## src/rtl/chan_pkg.sv

```systemverilog
// Shared definitions for the channel output bank: write modes, address width, hit decode.
package chan_pkg;

  localparam int unsigned CHAN_W = 9;

  typedef enum logic [1:0] {
    WM_LOAD = 2'b00,
    WM_OR   = 2'b01,
    WM_AND  = 2'b10,
    WM_RSVD = 2'b11
  } wmode_e;

  // True when chan addresses one of the n channels starting at base.
  function automatic logic chan_hit(input logic [CHAN_W-1:0] chan,
                                    input int unsigned base,
                                    input int unsigned n);
    int unsigned c;
    c = 32'(chan);
    return (c >= base) && ((c - base) < n);
  endfunction

endpackage

```

## src/rtl/jet_stretch.sv

```systemverilog
// One jet-command bit: guarantees a minimum on-time after each rising edge of r.
module jet_stretch #(
  parameter int unsigned MINON = 8
) (
  input  logic clk,
  input  logic rst_n,
  input  logic clr,
  input  logic r,
  output logic hold_c
);

  localparam int unsigned TW = $clog2(MINON + 1);

  logic          r_q;
  logic [TW-1:0] t_q;

  // Rising edge of r reloads the hold timer; otherwise it counts down to zero.
  always_ff @(posedge clk or negedge rst_n) begin
    if (!rst_n) begin
      r_q <= 1'b0;
      t_q <= '0;
    end else if (clr) begin
      r_q <= 1'b0;
      t_q <= '0;
    end else begin
      r_q <= r;
      if (r && !r_q) begin
        t_q <= TW'(MINON - 1);
      end else if (t_q != '0) begin
        t_q <= t_q - TW'(1);
      end
    end
  end

  // Hold extends the output for the remainder of the minimum on-time.
  assign hold_c = (t_q != '0);

endmodule

```

## src/rtl/chan_out_bank.sv

```systemverilog
// Bank of N active-low-written output channels with readback, flash gating and jet stretching.
module chan_out_bank
  import chan_pkg::*;
#(
  parameter int unsigned     N          = 4,
  parameter int unsigned     W          = 14,
  parameter int unsigned     BASE_CH    = 5,
  parameter logic [N*W-1:0]  FLASH_MASK = '0,
  parameter logic [N*W-1:0]  JET_MASK   = '0,
  parameter int unsigned     MINON      = 8
) (
  input  logic              CLOCK,
  input  logic              rst_,
  input  logic              GOJAM,
  input  logic [CHAN_W-1:0] CHAN,
  input  logic              WCH_,
  input  logic [1:0]        WMODE,
  input  logic              CCH_,
  input  logic              RCH_,
  input  logic [W-1:0]      CHWL_,
  input  logic              FLASH,
  output logic [W-1:0]      CHOR_,
  output logic [N*W-1:0]    CHAN_Q
);

  logic [N*W-1:0]    r_q;
  logic [N*W-1:0]    r_d;
  logic [N*W-1:0]    hold_c;
  logic              hit_c;
  logic [CHAN_W-1:0] k_c;
  logic [W-1:0]      d_c;
  logic [W-1:0]      base_c;
  logic [W-1:0]      rd_c;

  assign hit_c = chan_hit(CHAN, BASE_CH, N);
  assign k_c   = CHAN - CHAN_W'(BASE_CH);
  assign d_c   = ~CHWL_;

  // Next register values: GOJAM clears all, else clear-then-write on the addressed channel.
  always_comb begin
    r_d    = r_q;
    base_c = '0;
    for (int i = 0; i < int'(N); i++) begin
      if (GOJAM) begin
        r_d[i*W +: W] = '0;
      end else if (hit_c && (k_c == CHAN_W'(i))) begin
        base_c = CCH_ ? r_q[i*W +: W] : '0;
        if (!WCH_) begin
          case (wmode_e'(WMODE))
            WM_OR:   r_d[i*W +: W] = base_c | d_c;
            WM_AND:  r_d[i*W +: W] = base_c & d_c;
            default: r_d[i*W +: W] = d_c;
          endcase
        end else begin
          r_d[i*W +: W] = base_c;
        end
      end
    end
  end

  // Readback of the addressed channel's pre-update value, idle bus is all ones.
  always_comb begin
    rd_c = '1;
    for (int i = 0; i < int'(N); i++) begin
      if (!RCH_ && hit_c && (k_c == CHAN_W'(i))) begin
        rd_c = ~r_q[i*W +: W];
      end
    end
  end

  // Minimum on-time stretchers exist only on bits flagged as jet commands.
  for (genvar b = 0; b < int'(N*W); b++) begin : g_bit
    if (JET_MASK[b]) begin : g_jet
      jet_stretch #(.MINON(MINON)) u_jet (
        .clk    (CLOCK),
        .rst_n  (rst_),
        .clr    (GOJAM),
        .r      (r_q[b]),
        .hold_c (hold_c[b])
      );
    end else begin : g_plain
      assign hold_c[b] = 1'b0;
    end
  end

  // Channel registers, read bus and gated effective outputs.
  always_ff @(posedge CLOCK or negedge rst_) begin
    if (!rst_) begin
      r_q    <= '0;
      CHOR_  <= '1;
      CHAN_Q <= '0;
    end else begin
      r_q    <= r_d;
      CHOR_  <= rd_c;
      CHAN_Q <= (r_q | hold_c) & ({(N*W){FLASH}} | ~FLASH_MASK);
    end
  end

endmodule

```

## config.mk

```make
export PLATFORM = sky130hd
export DESIGN_NAME = chan_out_bank
export DESIGN_NICKNAME = d
export VERILOG_FILES = /design/src/rtl/chan_pkg.sv /design/src/rtl/jet_stretch.sv /design/src/rtl/chan_out_bank.sv
export SDC_FILE = /design/constraint.sdc
export NUM_CORES = 1
export LEC_CHECK = 0
export ABC_AREA = 1
export CORE_ASPECT_RATIO = 0.8
export CORE_MARGIN = 4
export CORE_UTILIZATION = 50
export CTS_CLUSTER_DIAMETER = 30
export CTS_CLUSTER_SIZE = 20
export DETAILED_ROUTE_END_ITERATION = 8
export PLACE_DENSITY = 0.75
export SLEW_MARGIN = 20
export SYNTH_ARGS = -nofsm -noshare
export SYNTH_HDL_FRONTEND = slang
export SYNTH_SLANG_ARGS = --single-unit
```

## constraint.sdc

```tcl
create_clock -name CLOCK -period 2.5 [get_ports CLOCK]
set_input_delay 0.5 -clock CLOCK [delete_from_list [all_inputs] [get_ports CLOCK]]
set_output_delay 0.5 -clock CLOCK [all_outputs]
set_load 0.02 [all_outputs]
```

==> impl_results.md <==
* Top cells by area, synth: dfrtp_1 48%, nand2_1 9.5%, dfstp_2 6.3%
* ANT nets after route at 0
* Clock Skew at roughly 0.0042 ns
* Worst-path maximum fanout at 13
* Worst setup path end: r_q[41]
* Antenna violations before repair at 0
* CP Data Required Time at approximately 2.8 ns
* Post-Place Cells at roughly 960
* Final period util at just under 90%
* Vias in the first global route at approximately 5700
* Total gr overflow at 0
* GR Util All Layers at roughly 27%
* First-pass GRT wire length at around 29 mm
* FP Rows at 35
* Share of synthesized area occupied by flip-flops and latches at 54.0%
* Worst r2r src: r_q[46]
* CTS tree: yes
* DR iter-0 viols at 599
* Worst Reg-to-Reg Cells at 6
* Reg-to-reg endpoint: r_q[46]
* Power per standard cell area at approximately 700 nW/µm²
* Area Overhead vs Synth at 36.1%
* CP Launch Type: input port
* Number of hold buffers added after cts at 0
* H-tree depth at 4
* Slew margin rel. at a little under three fifths
* Synth Cell Area at just under 6000 µm²
* Worst Hold Class: in -> async
* Pre-antenna DRT Iters at 5
* Yosys top cell by area: dfrtp_1
* CTS Buf Count at 17
* RD Place Congestion at 0.906
* Worst slew pin tran at around 0.65 ns
* Initial Util at a little over 50%
* Synth Net Count at approximately 720
* Largest net degree at the start of global routing at about 130
* Synth top area share at 47.8%
* Slew Limit Fails at 0
* Layout cell share with drive strength beyond 1 at roughly 16%
* Syn_area_per_cell at around 8.6 µm²
* Worst R2R Setup Slack at 1.31 ns
* Fin crit period at around 2.2 ns
* Num Clock Sinks at between 100 and 150
* Post-synth cell types at 40
* Die Wd at between 100 and 150 µm
* Place WS at -0.0597 ns
* Post-synth top flop: dfrtp_1
* DRC viols at 0
* Clock Latency Late Sink at between 0.4 and 0.5 ns
* Core ar. at approximately 12000 µm²
* Hold Vio Cnt, Final at 0
* Data arrival, critical path at 2.48 ns
* Ys async rst share at 100%
* Antenna cells at 0
* # IOs at just over 100
* Fillers at approximately 860
* Avg WL per Cell at about 18 µm
* Seq cells post-synth at 126
* Maximum clock frequency at approximately 0.46 GHz
* Post_cts resized at 0
* Buffers on Ports at 100
* Vias per Instance at approximately 5.7
* Outcome: finished clean
* RSZ-0062 raised after global routing: false
* Clock tree buffer depth at 2
* Max-cap violations at 0
* Final worst slack at 0.313 ns
* Top-count cell post-synth: nand2_1
* Yosys warnings at 0
* Mapped Cells at 685
* NumNets Final at 862
* DIE AREA at around 14000 µm²
* Clock root buffer: clkbuf_16
* Worst Setup SP: WMODE[0]
* Clock slew at reported path FFs at around 0.060 ns
* Final setup viols at 0
* Post-CTS setup buffer count at 0
* Post-Layout Cell Count at slightly below 1000
* Vias at roughly 5700
* Total length of routed wires at 18.1 mm
* Leak pwr at ~3.7 nW
* Top post-synthesis cells by count: 149 x nand2_1, 112 x dfrtp_1, 73 x inv_1, 67 x a21oi_1, 65 x o21ai_0
* EDFF count, synth at 0
* Critical path class: in -> reg
* Max VDD drop at around 0.7 mV
* Die Y-Extent at 105 µm
* CP Capture Type: flop
* Hpwl dp at around 12 mm
[stage by stage]
step	hold slack (ns)	setup TNS [ns]	power (W)	utilization (%)	area [µm²]
after CTS	0.220	0	0.00549	69.3	7990
final	0.181	0	0.00547	69.3	7990
after detailed placement	0.360	-0.0854	0.00270	63.5	7320
after global placement	0.362	0	0.00268	63.5	7320
after global routing	0.249	0	0.00565	69.3	7990
after floorplan	0.204	0	0.00242	-	5870
[cell usage in the layout (no fill, tap or decap), types with 2 or more instances in the layout]
master             n
clkbuf_16         17
clkinv_4           5
nand2_4            3
nor3_4             2
nor2_1            41
nand4_1           23
o22ai_1           13
ha_1               2
a21oi_1           67
buf_4             54
dfrtp_1          112
or2_2              5
clkinv_2           2
nand3_1           34
bufinv_16          6
clkdlybuf4s50_1   99
o211ai_1           4
a21oi_2            3
a32oi_1            2
inv_1             73
nand2_2            9
o21ai_0           65
inv_2              5
nand2_1          149
dfstp_2           14
o31ai_1            7
nor2_4             4
o21ai_1            5
[flip-flops by register name, indices dropped and copies added (netlist names)]
register / cells
CHAN_Q: 56
CHOR_: 14
r_q: 56
[area by class of cell]
| cell class | instances | area (µm²) | area share (%) |
|---|---|---|---|
| clock inverters | 14 | 241 | 3.02 |
| multi-input cells | 450 | 2250 | 28.1 |
| well taps | 148 | 185 | 2.32 |
| flip-flops and latches | 126 | 3170 | 39.7 |
| repair buffers | 154 | 1420 | 17.7 |
| inverters | 79 | 297 | 3.71 |
| clock buffers | 18 | 429 | 5.37 |
[worst min-delay path by stage]
stage | from | endpoint | slack [ns] | depth (start not counted)
2_1_floorplan | rst_ | CHAN_Q[0] | 0.20 | 0
3_3_place_gp | r_q[52] | CHAN_Q[52] | 0.36 | 0
3_5_place_dp | r_q[40] | CHAN_Q[40] | 0.36 | 0
4_1_cts | rst_ | CHAN_Q[50] | 0.22 | 2
5_1_grt | rst_ | CHAN_Q[13] | 0.25 | 2
6_report | rst_ | CHAN_Q[13] | 0.18 | 2
[critical path, cell delays in order]
cell and delay (ns):
clkdlybuf4s50_1 0.50, inv_1 0.05, ha_1 0.34, inv_1 0.18
buf_4 0.23, o21ai_0 0.14, o211ai_1 0.20, o21ai_0 0.15
nand3_1 0.10, o21ai_0 0.09
[logic make-up (layout without fill, tap and decap cells)]
group           Yosys count  in the layout  synth area share (%)
flops                   126            126                  54.0
simple gates            276            276                  21.9
compound gates          172            172                  16.0
buf+inv                 109            265                  7.68
fa+ha+maj                 2              2                 0.426
[power breakdown]
part	internal (W)	switching, W
Sequential	0.00208	0.0000263
Clock	0.00187	0.000920
Combinational	0.000216	0.000355
Total	0.00417	0.00130
[metal layers]
metal / track usage [%] / routed length, µm
met5: 0 / 0
met4: 10.9 / 461
met3: 6.69 / 1950
met2: 41.5 / 8290
met1: 37.0 / 7360
No activity file was read; power rests on OpenSTA's default activity.
